==> src/rtl/hazard_pkg.sv <==
// Shared definitions for the hazard/forwarding unit and its multi-cycle scoreboard.
//   REG_ADDR_W : architectural register index width
//   FWD_RF     : forward-select encoding meaning "take the register file value"
//   SB_CNT_W   : scoreboard countdown width (covers MC_LAT up to 2**SB_CNT_W-1)
//   sb_entry_t : one scoreboard entry {valid, rd, cnt}
package hazard_pkg;

   localparam int REG_ADDR_W = 5;
   localparam int FWD_RF     = 0;
   localparam int SB_CNT_W   = 5;

   typedef struct packed {
      logic                  valid;
      logic [REG_ADDR_W-1:0] rd;
      logic [SB_CNT_W-1:0]   cnt;
   } sb_entry_t;

endpackage

==> src/rtl/mc_scoreboard.sv <==
// Scoreboard for a fixed-latency multi-cycle unit (MUL/DIV).
// Tracks destination registers of in-flight ops and flags RAW/WAW hazards
// against the D-stage sources and the E-stage destination.
// Ports:
//   clk, rst            clock / async active-low reset
//   mc_issue_e          op dispatched to the multi-cycle unit this cycle
//   regwrite_e, rd_e    E-stage write enable and destination
//   rs_d                D-stage sources, NUM_SRC fields of REG_ADDR_W bits
//   sb_hz               RAW or WAW against a still-counting entry
//   sb_full             every entry valid and none retiring
//   mc_busy             any entry valid
//   mc_overflow         sticky: issue attempted while full
module mc_scoreboard
   import hazard_pkg::*;
#(
   parameter int NUM_SRC  = 2,
   parameter int MC_DEPTH = 2,
   parameter int MC_LAT   = 4
) (
   input  logic                          clk,
   input  logic                          rst,
   input  logic                          mc_issue_e,
   input  logic                          regwrite_e,
   input  logic [REG_ADDR_W-1:0]         rd_e,
   input  logic [NUM_SRC*REG_ADDR_W-1:0] rs_d,
   output logic                          sb_hz,
   output logic                          sb_full,
   output logic                          mc_busy,
   output logic                          mc_overflow
);

   sb_entry_t           ent_q [MC_DEPTH];
   sb_entry_t           ent_d [MC_DEPTH];
   logic                ovf_q, ovf_d;
   logic [MC_DEPTH-1:0] valid_v, live_v, free_v, alloc_oh;
   logic                issue_ok;

   // live = valid and still counting; a valid entry at cnt==0 is in its
   // writeback cycle and is neither a hazard nor free for reuse.
   always_comb begin
      valid_v = '0;
      live_v  = '0;
      for (int i = 0; i < MC_DEPTH; i++) begin
         valid_v[i] = ent_q[i].valid;
         live_v[i]  = ent_q[i].valid && (ent_q[i].cnt != '0);
      end
   end

   assign free_v   = ~valid_v;
   // Isolate the lowest set bit: lowest free entry wins.
   assign alloc_oh = free_v & (~free_v + MC_DEPTH'(1));
   assign sb_full  = &live_v;
   assign issue_ok = mc_issue_e && (rd_e != '0) && !sb_full;

   always_comb begin
      ovf_d = ovf_q | (mc_issue_e & sb_full);
      for (int i = 0; i < MC_DEPTH; i++) begin
         ent_d[i] = '0;
         if (live_v[i]) begin
            ent_d[i]     = ent_q[i];
            ent_d[i].cnt = ent_q[i].cnt - SB_CNT_W'(1);
         end
         if (issue_ok && alloc_oh[i])
            ent_d[i] = '{valid: 1'b1, rd: rd_e, cnt: SB_CNT_W'(MC_LAT - 1)};
      end
   end

   // An op being issued this cycle is the owner of rd_e, so it is not a WAW.
   always_comb begin
      sb_hz = 1'b0;
      for (int e = 0; e < MC_DEPTH; e++) begin
         for (int s = 0; s < NUM_SRC; s++)
            if (live_v[e] && (ent_q[e].rd == rs_d[s*REG_ADDR_W +: REG_ADDR_W]))
               sb_hz = 1'b1;
         if (live_v[e] && regwrite_e && !mc_issue_e && (ent_q[e].rd == rd_e))
            sb_hz = 1'b1;
      end
   end

   assign mc_busy     = |valid_v;
   assign mc_overflow = ovf_q;

   always_ff @(posedge clk or negedge rst) begin
      if (!rst) begin
         for (int i = 0; i < MC_DEPTH; i++) ent_q[i] <= '0;
         ovf_q <= 1'b0;
      end else begin
         ent_q <= ent_d;
         ovf_q <= ovf_d;
      end
   end

endmodule

==> src/rtl/hazard_scoreboard_unit.sv <==
// Forwarding and hazard unit for the pipelined RISC-V core.
// Selects E-stage operand bypasses, detects load-use and multi-cycle
// scoreboard hazards, and drives the stall/flush controls.
// Ports:
//   clk, rst                 clock / async active-low reset
//   rs_e, rs_d               E/D-stage sources, NUM_SRC fields of 5 bits
//   rd_e, regwrite_e         E-stage destination and write enable
//   is_load_e                E-stage op is a load
//   rd_stg, regwrite_stg     forwarding stages, index 0 = youngest
//   mc_issue_e               E-stage op dispatched to multi-cycle unit
//   branch_taken_e           redirect resolved in E
//   fwd_sel_e                per source: 0 = regfile, k = stage k-1
//   stall_f, stall_d         hold PC / F-D register
//   flush_d, flush_e         clear F-D register / bubble into D-E register
//   mc_busy, mc_overflow     scoreboard occupancy / sticky overflow
module hazard_scoreboard_unit
   import hazard_pkg::*;
#(
   parameter int NUM_SRC  = 2,
   parameter int NUM_FWD  = 2,
   parameter int MC_DEPTH = 2,
   parameter int MC_LAT   = 4,
   parameter int SEL_W    = $clog2(NUM_FWD + 1)
) (
   input  logic                          clk,
   input  logic                          rst,
   input  logic [NUM_SRC*REG_ADDR_W-1:0] rs_e,
   input  logic [NUM_SRC*REG_ADDR_W-1:0] rs_d,
   input  logic [REG_ADDR_W-1:0]         rd_e,
   input  logic                          regwrite_e,
   input  logic                          is_load_e,
   input  logic [NUM_FWD*REG_ADDR_W-1:0] rd_stg,
   input  logic [NUM_FWD-1:0]            regwrite_stg,
   input  logic                          mc_issue_e,
   input  logic                          branch_taken_e,
   output logic [NUM_SRC*SEL_W-1:0]      fwd_sel_e,
   output logic                          stall_f,
   output logic                          stall_d,
   output logic                          flush_d,
   output logic                          flush_e,
   output logic                          mc_busy,
   output logic                          mc_overflow
);

   logic lu_hz, sb_hz, sb_full, hold;

   // Scan oldest to youngest so the youngest matching stage overwrites.
   for (genvar s = 0; s < NUM_SRC; s++) begin : g_fwd
      logic [SEL_W-1:0] sel;
      always_comb begin
         sel = SEL_W'(FWD_RF);
         for (int k = NUM_FWD - 1; k >= 0; k--)
            if (regwrite_stg[k] && (rd_stg[k*REG_ADDR_W +: REG_ADDR_W] != '0) &&
                (rd_stg[k*REG_ADDR_W +: REG_ADDR_W] == rs_e[s*REG_ADDR_W +: REG_ADDR_W]))
               sel = SEL_W'(k + 1);
      end
      assign fwd_sel_e[s*SEL_W +: SEL_W] = sel;
   end

   always_comb begin
      lu_hz = 1'b0;
      if (is_load_e && regwrite_e && (rd_e != '0))
         for (int s = 0; s < NUM_SRC; s++)
            if (rs_d[s*REG_ADDR_W +: REG_ADDR_W] == rd_e) lu_hz = 1'b1;
   end

   mc_scoreboard #(
      .NUM_SRC  (NUM_SRC),
      .MC_DEPTH (MC_DEPTH),
      .MC_LAT   (MC_LAT)
   ) u_sb (
      .clk         (clk),
      .rst         (rst),
      .mc_issue_e  (mc_issue_e),
      .regwrite_e  (regwrite_e),
      .rd_e        (rd_e),
      .rs_d        (rs_d),
      .sb_hz       (sb_hz),
      .sb_full     (sb_full),
      .mc_busy     (mc_busy),
      .mc_overflow (mc_overflow)
   );

   // A full-scoreboard stall holds the issuing op in E rather than bubbling it.
   assign hold    = lu_hz | sb_hz | (sb_full & mc_issue_e);
   assign stall_f = hold;
   assign stall_d = hold;
   assign flush_e = lu_hz | sb_hz | branch_taken_e;
   assign flush_d = branch_taken_e;

endmodule

==> config.mk <==
export PLATFORM = sky130hd
export DESIGN_NAME = hazard_scoreboard_unit
export DESIGN_NICKNAME = d
export VERILOG_FILES = /design/src/rtl/hazard_pkg.sv /design/src/rtl/mc_scoreboard.sv /design/src/rtl/hazard_scoreboard_unit.sv
export SDC_FILE = /design/constraint.sdc
export NUM_CORES = 1
export LEC_CHECK = 0
export CAP_MARGIN = 40
export CORE_ASPECT_RATIO = 1.5
export CORE_UTILIZATION = 51
export CTS_CLUSTER_DIAMETER = 60
export DETAILED_ROUTE_END_ITERATION = 12
export GPL_ROUTABILITY_DRIVEN = 0
export GPL_TIMING_DRIVEN = 0
export PLACE_DENSITY = 0.84
export SYNTH_ARGS = -nofsm -noshare
export SYNTH_HDL_FRONTEND = slang
export SYNTH_SLANG_ARGS = --single-unit
export TNS_END_PERCENT = 20
==> constraint.sdc <==
create_clock -name clk -period 4.8 [get_ports clk]
set_input_delay 0.72 -clock clk [delete_from_list [all_inputs] [get_ports clk]]
set_output_delay 0.72 -clock clk [all_outputs]
set_load 0.05 [all_outputs]
# == Yosys cells after proc, flatten, opt, wreduce, memory -nomap -nowiden ==
# Index checks and enable logic that the tools add are counted.
# classes
n_addsub,3
mul,0
n_div,0
magnitude_cmp,0
n_eq_ne,14
n_shift,0
mux,17
bitwise,8
reduce_logical,33
# ops
cell,n
5-bit == test,12
11-bit 2-to-1 mux,4
5-bit nonzero test,5
1-bit logical AND,24
"5-bit by 1-bit subtractor with 5-bit output, second input constant",2
1-bit 2-to-1 mux,9
2-bit 2-to-1 mux,4
"2-bit inequality test, second input constant",2
2-bit NOT,2
1-bit OR,4
"2-bit by 1-bit adder with 2-bit output, second input constant",1
2-bit AND,1
1-bit zero test,2
2-bit AND reduction,1
2-bit OR reduction,1
1-bit AND,1
# word_totals
regBits,23
latchBits,0
ram_bits,0
romBits,0
output_inout_bits,10
memories,0

# == Longest topological paths before layout ==
# Gate-level depths: netlist of run 1.
# depth
depth_word,11
mapped_depth,8
mapped_depth_nobuf,7

# == Cells and area by module ==
# From an unflattened synthesis of run 1, not the netlist that was laid out.
# hier_totals
hier_cells,179
area_unflattened_um2,1773.0
# by_module_without_submodules
module,n_inst,cells_per_inst,area_each_um2,seq_area_each_um2
mc_scoreboard,1,124,1345.0,575.6
hazard_scoreboard_unit,1,55,427.9,0.0

# == Worst setup path after synthesis of run 1 ==
# OpenSTA, ideal clock, no wires.
# synth_timing
kind,input -> output
start,input port rd_stg[4]
end,output port fwd_sel_e[1]
arrival_ns,3.085
required_ns,4.080
setup_slack_ns,0.995
path_stages,4
cell_sequence,xnor2_1 -> nand3_1 -> nor4_1 -> nor4_2
# synth_between
elab_chain_len,4
elab_cells_between_ends,5
# synth_rtl
element,line,text
"start, declared",hazard_scoreboard_unit.sv:32,"input logic [NUM_FWD*REG_ADDR_W-1:0] rd_stg,"
5-bit nonzero test,hazard_scoreboard_unit.sv:53,if (regwrite_stg[k] && (rd_stg[k*REG_ADDR_W +: REG_ADDR_W] != '0) &&
1-bit logical AND,hazard_scoreboard_unit.sv:53,
1-bit logical AND (*),hazard_scoreboard_unit.sv:53,
2-bit 2-to-1 mux (*),hazard_scoreboard_unit.sv:53,
"end, declared",hazard_scoreboard_unit.sv:36,"output logic [NUM_SRC*SEL_W-1:0] fwd_sel_e,"
# Every way passes the cells marked *; elsewhere a longest branch is shown, timed or not.

# == Worst setup path in the final report of run 1 ==
# layout_timing
start,input port rd_stg[1]
end,output port fwd_sel_e[1]
# The elaborated chain is that of the path after synthesis.

==> flow_metrics.py, run 1 <==
metrics = {
    "synth": {
        "synth_area_um2": 1780,
        "syn-num-nets": 234,
        "synth-async-reset-ratio_pct": 100,
        "synth-edff-count": 0,
        "ys_seq_elements": 23,
        "yosys_warnings": 0,
        "syn_inst": 187,
        "ys.flop_type": "dfrtp_1",
        "seq_area_frac_synth_pct": 32.3,
        "syn_avg_cell_area_um2": 9.53,
        "ys_types": 36,
    },
    "route": {
        "drt_iter0_drc": 23,
        "drt_first_pass_iters": 4,
        "drt_wl_total_um": 4150,
        "routed.top_layer": "met4",
        "wl_met3_um": 155,
        "postRouteAntennaNets": 0,
        "drt-met1-wl_um": 1470,
        "via_count": 1537,
        "wire_per_inst_um": 14.9,
        "drc_errors": 0,
        "dr_wl_met2_um": 2290,
        "routed_via_density": 5.51,
    },
    "floorplanning": {
        "die_y_um": 74.4,
        "initial_core_util_pct": 54.8,
        "die_x_um": 50.3,
        "pin_count": 53,
        "row_count": 25,
        "core_um2": 3250,
        "dieArea_um2": 3740,
    },
    "critical_path": {
        "rrSetupSlack_ns": 3.02,
        "cp_cell_sequence": "clkdlybuf4s50_1 > or4_1 > o21ai_1 > nor4_1 > nor4_2 > clkdlybuf4s50_1",
        "crit_type": "in2out",
        "arrival_ns": 3.12,
        "r2r-end": "u_sb.ent_q[18]",
        "cp_common_cell": "clkdlybuf4s50_1",
        "worst_setup_path_end_kind": "primary output",
        "required_ns": 4.08,
        "ff2ff_path_depth": 6,
        "r2r_start": "u_sb.ent_q[11]",
        "critPathMaxFanout": 3,
        "crit_family": "buffers and inverters",
        "cp_slowest_cell": "clkdlybuf4s50_1",
        "cpPeakStageDelay_ns": 0.84,
        "path_buf_inv": 2,
        "start_kind": "primary input",
    },
    "timing": {
        "hold_violations": 0,
        "tns_ns": 0,
        "fin_crit_sh_pct": 80.0,
        "maxSlewViolCount": 0,
        "setup_violations": 0,
        "max_freq_mhz": 260,
        "rsz0062_at_grt": "no",
        "max_slew_margin_pct": 63.2,
        "tightest_slew_ns": 0.550,
        "hold_slack_ns": 0.476,
        "fin_crit_ns": 3.84,
        "finClkSkew_ns": 0.00145,
    },
    "global_route": {
        "antenna_found_initial": 0,
        "grtUsageTotal_pct": 24.0,
        "grt_overflow": 0,
        "grt_pass1_vias": 1633,
        "grt_first_pass_wirelength_um": 6620,
        "grt_max_degree": 19,
    },
    "hold_path": {
        "min_from": "u_sb.mc_overflow",
        "min_to": "u_sb.mc_overflow",
        "min-delay-path-class": "reg2reg",
        "min_path_cells": 1,
    },
    "final_layout": {
        "fill_cells": 259,
        "layout_commonest_cell": "clkdlybuf4s50_1",
        "antenna_cells": 0,
        "multi_input_area_um2": 1140,
        "seq_area_um2": 576,
        "final_nets": 287,
        "fin_cells": 279,
        "layout-drive-gt1-share_pct": 10.5,
        "area_growth_pct": 33.3,
        "final_core_util_pct": 73.0,
        "final_cell_mix": "clkdlybuf4s50_1 (47), xnor2_1 (35), xor2_1 (31), dfrtp_1 (23), nand2_1 (11)",
    },
    "outcome": {
        "status": "completed",
    },
    "power": {
        "p_per_area_nw_per_um2": 432,
        "vdd_drop_max_mv": 0.337,
        "total_power_mw": 1.03,
        "power.leakage_nw": 0.965,
    },
    "clock_tree": {
        "htree_levels": 1,
        "tritoncts.num_buffers": 3,
        "clk_latency_ns": 0.26,
        "clk_pin_slew_ns": 0.08,
        "cts_sinks": 23,
        "cts_setup_buffers": 0,
        "cts_tree": "built",
        "clock-root-buffer": "clkbuf_8",
        "clockBufferDepth": 2,
        "cts_resized": 0,
        "hold_buffers": 0,
    },
    "placement": {
        "placedCellCount": 275,
        "port_buffers": 47,
        "dp_hpwl_um": 3440,
    },
    "job": {
        "maxCapViolCount": 0,
    },
}
## routing by layer
metal	up-vias	global-route usage [%]
met4	0	19.4
li1	745	-
met1	707	21.7
met3	17	2.04
met2	68	47.4
met5	-	0
## layout make-up
class | instances | area share (%)
plain buffers | 9 | 2.32
clock buffers | 4 | 1.90
inverters | 4 | 0.632
multi-input cells | 151 | 47.9
flip-flops and latches | 23 | 24.2
well taps | 40 | 2.11
repair buffers | 48 | 21.0
## through the flow
step	setup WS (ns)	area, µm²
after global routing	0.831	2380
after floorplan	0.995	1780
after global placement	1.01	2300
after CTS	0.946	2380
final	0.958	2380
after detailed placement	0.955	2330
## kinds of logic (layout without fill, tap and decap cells)
family	count (synthesis)	after routing	synth area share, %
AO/OA/AOI/OAI	21	21	9.05
AND/OR/NAND/NOR	60	60	19.5
XOR/XNOR	66	66	32.4
adder cells (fa/ha/maj)	4	4	2.81
buffers and inverters	13	65	3.93
flip-flops	23	23	32.3
## power breakdown
| part | internal, mW | switching [mW] |
|---|---|---|
| registers | 0.268 | 0.0853 |
| clock network | 0.0592 | 0.0601 |
| logic | 0.270 | 0.283 |
## Yosys cell counts, types with 2 or more instances
cell,instances,share of area (%)
nor4_2,2,1.4
nor4_1,3,1.1
a22o_2,5,2.8
a21oi_1,2,0.56
nand4b_1,2,0.98
or4_1,4,1.7
nand3_1,8,2.2
nor3_1,7,2.0
buf_4,2,0.84
o21ai_1,2,0.56
nand2_1,11,2.3
xnor2_1,35,17
inv_1,4,0.84
dfrtp_1,23,32
nand4_1,2,0.70
nor2_1,10,2.1
or2_2,2,0.70
o21ai_0,4,1.1
a22o_1,5,2.5
buf_2,5,1.4
ha_1,4,2.8
xor2_1,31,15
## registers in the layout (all words and copies together) (netlist names)
signal and flops:
u_sb.ent_q 22, u_sb.mc_overflow 1
## how the worst max path moves through the flow
stage          cells past startpoint  slack (ns)            to       from
2_1_floorplan                      4        0.99  fwd_sel_e[1]  rd_stg[4]
3_3_place_gp                       6        1.01  fwd_sel_e[1]  rd_stg[1]
3_5_place_dp                       6        0.95  fwd_sel_e[1]  rd_stg[2]
4_1_cts                            6        0.95  fwd_sel_e[1]  rd_stg[2]
5_1_grt                            6        0.83  fwd_sel_e[1]  rd_stg[1]
6_report                           6        0.96  fwd_sel_e[1]  rd_stg[1]
No activity file was read; power rests on OpenSTA's default activity.
==> run 2, diff against run 1 <==
CORE_UTILIZATION = 47   (was 51)
PLACE_DENSITY = 0.78   (was 0.84)
clock period = 3.8 ns   (was 4.8 ns; I/O delays follow)
==> run 2 against run 1 <==
Against the previous run: count of clock-buffer cells in the layout decreased by 1; power increased by 26%; sequential share of layout area increased by 0.077 points; critical path depth unchanged; worst hold slack got worse by 0.0092 ns; die area increased by 8.2%; sequential power increased by 27%; non-clock buffer count unchanged; combinational power increased by 27%; utilization decreased by 8.1 points; global-route usage decreased by 1.2 points.
==> flow_metrics.py, run 2 (synthesized netlist as in run 1, its figures left out) <==
metrics = {
    "timing": {
        "setup_violations": 0,
        "rsz0062_at_grt": "no",
        "hold_slack_ns": 0.467,
        "fin_crit_sh_pct": 93.4,
        "hold_violations": 0,
        "finalWorstSetupSlack_ns": 0.249,
        "fin_crit_ns": 3.55,
        "tightest_slew_ns": 0.627,
        "maxSlewViolCount": 0,
        "tns_ns": 0,
        "max_freq_mhz": 282,
        "max_slew_margin_pct": 58.1,
        "finClkSkew_ns": 0.00116,
    },
    "clock_tree": {
        "cts_sinks": 23,
        "cts_resized": 0,
        "htree_levels": 1,
        "clk_pin_slew_ns": 0.08,
        "clockBufferDepth": 2,
        "cts_setup_buffers": 0,
        "clock-root-buffer": "clkbuf_8",
        "hold_buffers": 0,
        "clk_latency_ns": 0.26,
        "tritoncts.num_buffers": 3,
        "cts_tree": "built",
    },
    "route": {
        "drc_errors": 0,
        "drt_iter0_drc": 9,
        "postRouteAntennaNets": 0,
        "drt_wl_total_um": 4270,
        "drt_first_pass_iters": 4,
        "wire_per_inst_um": 15.1,
        "routed_via_density": 5.38,
        "via_count": 1516,
    },
    "final_layout": {
        "area_growth_pct": 32.8,
        "final_cell_mix": "clkdlybuf4s50_1 (47), xnor2_1 (35), xor2_1 (31), dfrtp_1 (23), nand2_1 (11)",
        "final_area_um2": 2370,
        "layout_commonest_cell": "clkdlybuf4s50_1",
        "final_nets": 287,
        "largest_reg_flops": 22,
        "antenna_cells": 0,
        "top_register": "u_sb.ent_q",
        "layout-drive-gt1-share_pct": 10.9,
    },
    "power": {
        "power.leakage_nw": 0.962,
        "vdd_drop_max_mv": 0.301,
        "p_per_area_nw_per_um2": 548,
    },
    "global_route": {
        "grt_first_pass_wirelength_um": 6830,
        "grt_pass1_vias": 1564,
        "grt_overflow": 0,
        "grt_max_degree": 19,
        "grtUsageTotal_pct": 22.9,
        "antenna_found_initial": 0,
    },
    "floorplanning": {
        "dieArea_um2": 4050,
        "pin_count": 53,
        "initial_core_util_pct": 48.9,
        "core_um2": 3650,
        "row_count": 27,
        "die_x_um": 52.3,
        "die_y_um": 77.4,
    },
    "critical_path": {
        "required_ns": 3.23,
        "start_kind": "primary input",
        "arrival_ns": 2.98,
        "crit_type": "in2out",
        "worst_setup_path_end_kind": "primary output",
        "critPathMaxFanout": 3,
    },
    "outcome": {
        "status": "completed",
    },
    "hold_path": {
        "min-delay-path-class": "reg2reg",
    },
    "placement": {
        "pre_cts_ws_ns": 0.241,
        "placed_cell_area_um2": 2320,
        "dp_hpwl_um": 3470,
        "port_buffers": 47,
    },
    "job": {
        "maxCapViolCount": 0,
    },
}
## run 2: worst max-delay path: stages
cell             delay [ns]
clkdlybuf4s50_1        0.46
or4_1                  0.55
o21ai_1                0.19
nor4_1                 0.11
nor4_2                 0.27
clkdlybuf4s50_1        0.84
## run 2: final timing paths
path                             startpoint  cells past startpoint  slack [ns]                to
max in group asynchronous               rst                      2        2.82     u_sb.ent_q[9]
min                        u_sb.mc_overflow                      1        0.47  u_sb.mc_overflow
min reg2reg                u_sb.mc_overflow                      1        0.47  u_sb.mc_overflow
max reg2reg                  u_sb.ent_q[11]                      6        2.03    u_sb.ent_q[20]
min in group asynchronous               rst                      1        0.56    u_sb.ent_q[16]
max                               rd_stg[1]                      6        0.25      fwd_sel_e[3]
## run 2: per-stage QoR
| step | total power, mW | util, % | instances |
|---|---|---|---|
| 2_1_floorplan | 0.949 | - | 187 |
| 3_3_place_gp | 1.14 | 63.2 | 277 |
| 3_5_place_dp | 1.16 | 63.6 | 278 |
| 4_1_cts | 1.31 | 64.9 | 282 |
| 5_1_grt | 1.40 | 64.9 | 282 |
| 6_report | 1.30 | 64.9 | 282 |
## run 2: area by class of cell
type,count,area (µm²)
plain buffers,9,55.1
clock buffers,3,41.3
clock inverters,1,5.00
fillers,323,1280
inverters,4,15.0
multi-input cells,151,1140
flip-flops and latches,23,576
well taps,43,53.8
repair buffers,48,485
## run 2: per-layer routing
metal	vias to the layer above	global-route usage, %	part of all wire (%)
met4	0	7.37	1.3
met1	711	21.9	36
met5	-	0	0
met2	57	47.1	59
met3	4	1.37	4.0
li1	744	-	-
## run 2: power by group
group | total, mW | switching [mW] | internal (mW) | leakage [nW]
sequential | 0.448 | 0.109 | 0.339 | 0.297
combinational | 0.703 | 0.361 | 0.341 | 0.640
clock | 0.148 | 0.0745 | 0.0730 | 0.0255
==> run 3, diff against run 2 <==
CTS_CLUSTER_SIZE = 14   (was default)
PLACE_DENSITY = 0.81   (was 0.78)
==> run 3 against run 2 <==
Against the previous run: global-route usage is essentially flat; critical path type unchanged; first-iteration DRC count grew 44%; sequential share of layout area is the same; largest cell class unchanged.
==> flow_metrics.py, run 3 (synthesized netlist as in run 1, its figures left out) <==
metrics = {
    "critical_path": {
        "crit_type": "in2out",
        "cpPeakStageDelay_ns": 0.79,
        "path_buf_inv": 3,
        "r2r_start": "u_sb.ent_q[11]",
        "ff2ff_path_depth": 6,
        "crit_cells": 8,
        "crit_start": "rs_d[8]",
        "crit_family": "buffers and inverters",
        "start_kind": "primary input",
        "cp_slowest_cell": "clkdlybuf4s50_1",
        "critPathMaxFanout": 3,
        "required_ns": 3.23,
        "arrival_ns": 2.96,
        "worst_setup_path_end_kind": "primary output",
        "cp_common_cell": "clkdlybuf4s50_1",
        "cp_cell_sequence": "clkdlybuf4s50_1 > xor2_1 > nor3_1 > nand3_1 > a21oi_1 > nand4b_1 > buf_4 > clkdlybuf4s50_1",
    },
    "placement": {
        "port_buffers": 47,
        "dp_hpwl_um": 3540,
    },
    "floorplanning": {
        "row_count": 27,
        "core_um2": 3650,
        "dieArea_um2": 4050,
        "pin_count": 53,
        "die_y_um": 77.4,
        "initial_core_util_pct": 48.9,
        "die_x_um": 52.3,
    },
    "timing": {
        "setup_violations": 0,
        "tns_ns": 0,
        "finClkSkew_ns": 0.00120,
        "rsz0062_at_grt": "no",
        "hold_violations": 0,
        "max_slew_margin_pct": 59.7,
        "max_freq_mhz": 283,
        "fin_crit_sh_pct": 92.9,
        "fin_crit_ns": 3.53,
        "tightest_slew_ns": 0.602,
        "maxSlewViolCount": 0,
    },
    "route": {
        "drt_iter0_drc": 13,
        "drt_wl_total_um": 4350,
        "wire_per_inst_um": 15.4,
        "postRouteAntennaNets": 0,
        "drt_first_pass_iters": 4,
        "routed_via_density": 5.43,
        "via_count": 1531,
        "drc_errors": 0,
    },
    "hold_path": {
        "min-delay-path-class": "reg2reg",
        "min_from": "u_sb.mc_overflow",
        "min_path_cells": 1,
    },
    "clock_tree": {
        "clk_pin_slew_ns": 0.08,
        "clk_latency_ns": 0.26,
        "cts_sinks": 23,
        "clockBufferDepth": 2,
        "cts_tree": "built",
        "cts_resized": 0,
        "cts_setup_buffers": 0,
        "hold_buffers": 0,
        "tritoncts.num_buffers": 3,
        "htree_levels": 1,
        "clock-root-buffer": "clkbuf_8",
    },
    "outcome": {
        "status": "completed",
    },
    "power": {
        "p_per_area_nw_per_um2": 550,
        "vdd_drop_max_mv": 0.323,
        "power.leakage_nw": 0.962,
        "total_power_mw": 1.30,
    },
    "final_layout": {
        "final_core_util_pct": 64.9,
        "top_register": "u_sb.ent_q",
        "final_cell_mix": "clkdlybuf4s50_1 (47), xnor2_1 (35), xor2_1 (31), dfrtp_1 (23), nand2_1 (11)",
        "layout_commonest_cell": "clkdlybuf4s50_1",
        "final_nets": 287,
        "largest_reg_flops": 22,
        "layout-drive-gt1-share_pct": 10.9,
        "area_growth_pct": 32.8,
        "antenna_cells": 0,
    },
    "global_route": {
        "grt-busiest-layer": "met2",
        "antenna_found_initial": 0,
        "grt_overflow": 0,
        "grt_first_pass_wirelength_um": 6810,
        "grt_max_degree": 14,
        "grtUsageMet1_pct": 19.8,
        "grt_pass1_vias": 1660,
        "grtUsageTotal_pct": 22.9,
        "use_met3_pct": 3.53,
        "grt_util_met2_pct": 44.9,
    },
    "job": {
        "maxCapViolCount": 0,
    },
}
## run 3: cell counts in the layout (fill, tap and decap cells not counted)
Identical to the previous run, type by type.
## run 3: path summary, 6_finish.rpt
kind	to	slack [ns]
worst max-delay path	stall_f	0.27
worst min-delay path	u_sb.mc_overflow	0.47
worst max register to register	u_sb.ent_q[17]	2.01
worst min register to register	u_sb.mc_overflow	0.47
max in group asynchronous	u_sb.ent_q[1]	2.63
min in group asynchronous	u_sb.ent_q[16]	0.68
## run 3: per-stage QoR
step           instance area, µm²  hold WS, ns  worst slack (ns)  cells
3_5_place_dp                 2320        0.455             0.291    278
2_1_floorplan                1780        0.274             0.295    187
4_1_cts                      2370        0.479             0.268    282
3_3_place_gp                 2310        0.451             0.293    277
5_1_grt                      2370        0.526             0.165    282
6_report                     2370        0.473             0.270    282
## run 3: cell type report
type	count	area, µm²
plain buffers	9	55.1
clock buffers	3	41.3
clock inverters	1	5.00
fillers	324	1280
inverters	4	15.0
multi-input cells	151	1140
flip-flops and latches	23	576
well taps	43	53.8
repair buffers	48	485
## run 3: where the power goes
group          total [mW]  switching, mW  internal (mW)
Combinational       0.702          0.361          0.341
Sequential          0.449          0.110          0.339
Clock               0.152         0.0788         0.0732
Total                1.30          0.550          0.753
## run 3: layer usage
metal	routed length, µm	vias to the layer above	part of all wire, %
met1	1480	706	34
met5	0	-	0
li1	-	742	-
met4	197	0	4.5
met2	2450	65	56
met3	220	18	5.1
## run 3: worst reg2reg max path, delay by kind of cell, from the launching register on
family	cells	cell delay, ns
buf+inv	2	0.26
simple gates	2	0.63
fa+ha+maj	1	0.14
compound gates	1	0.26
flops	1	0.40
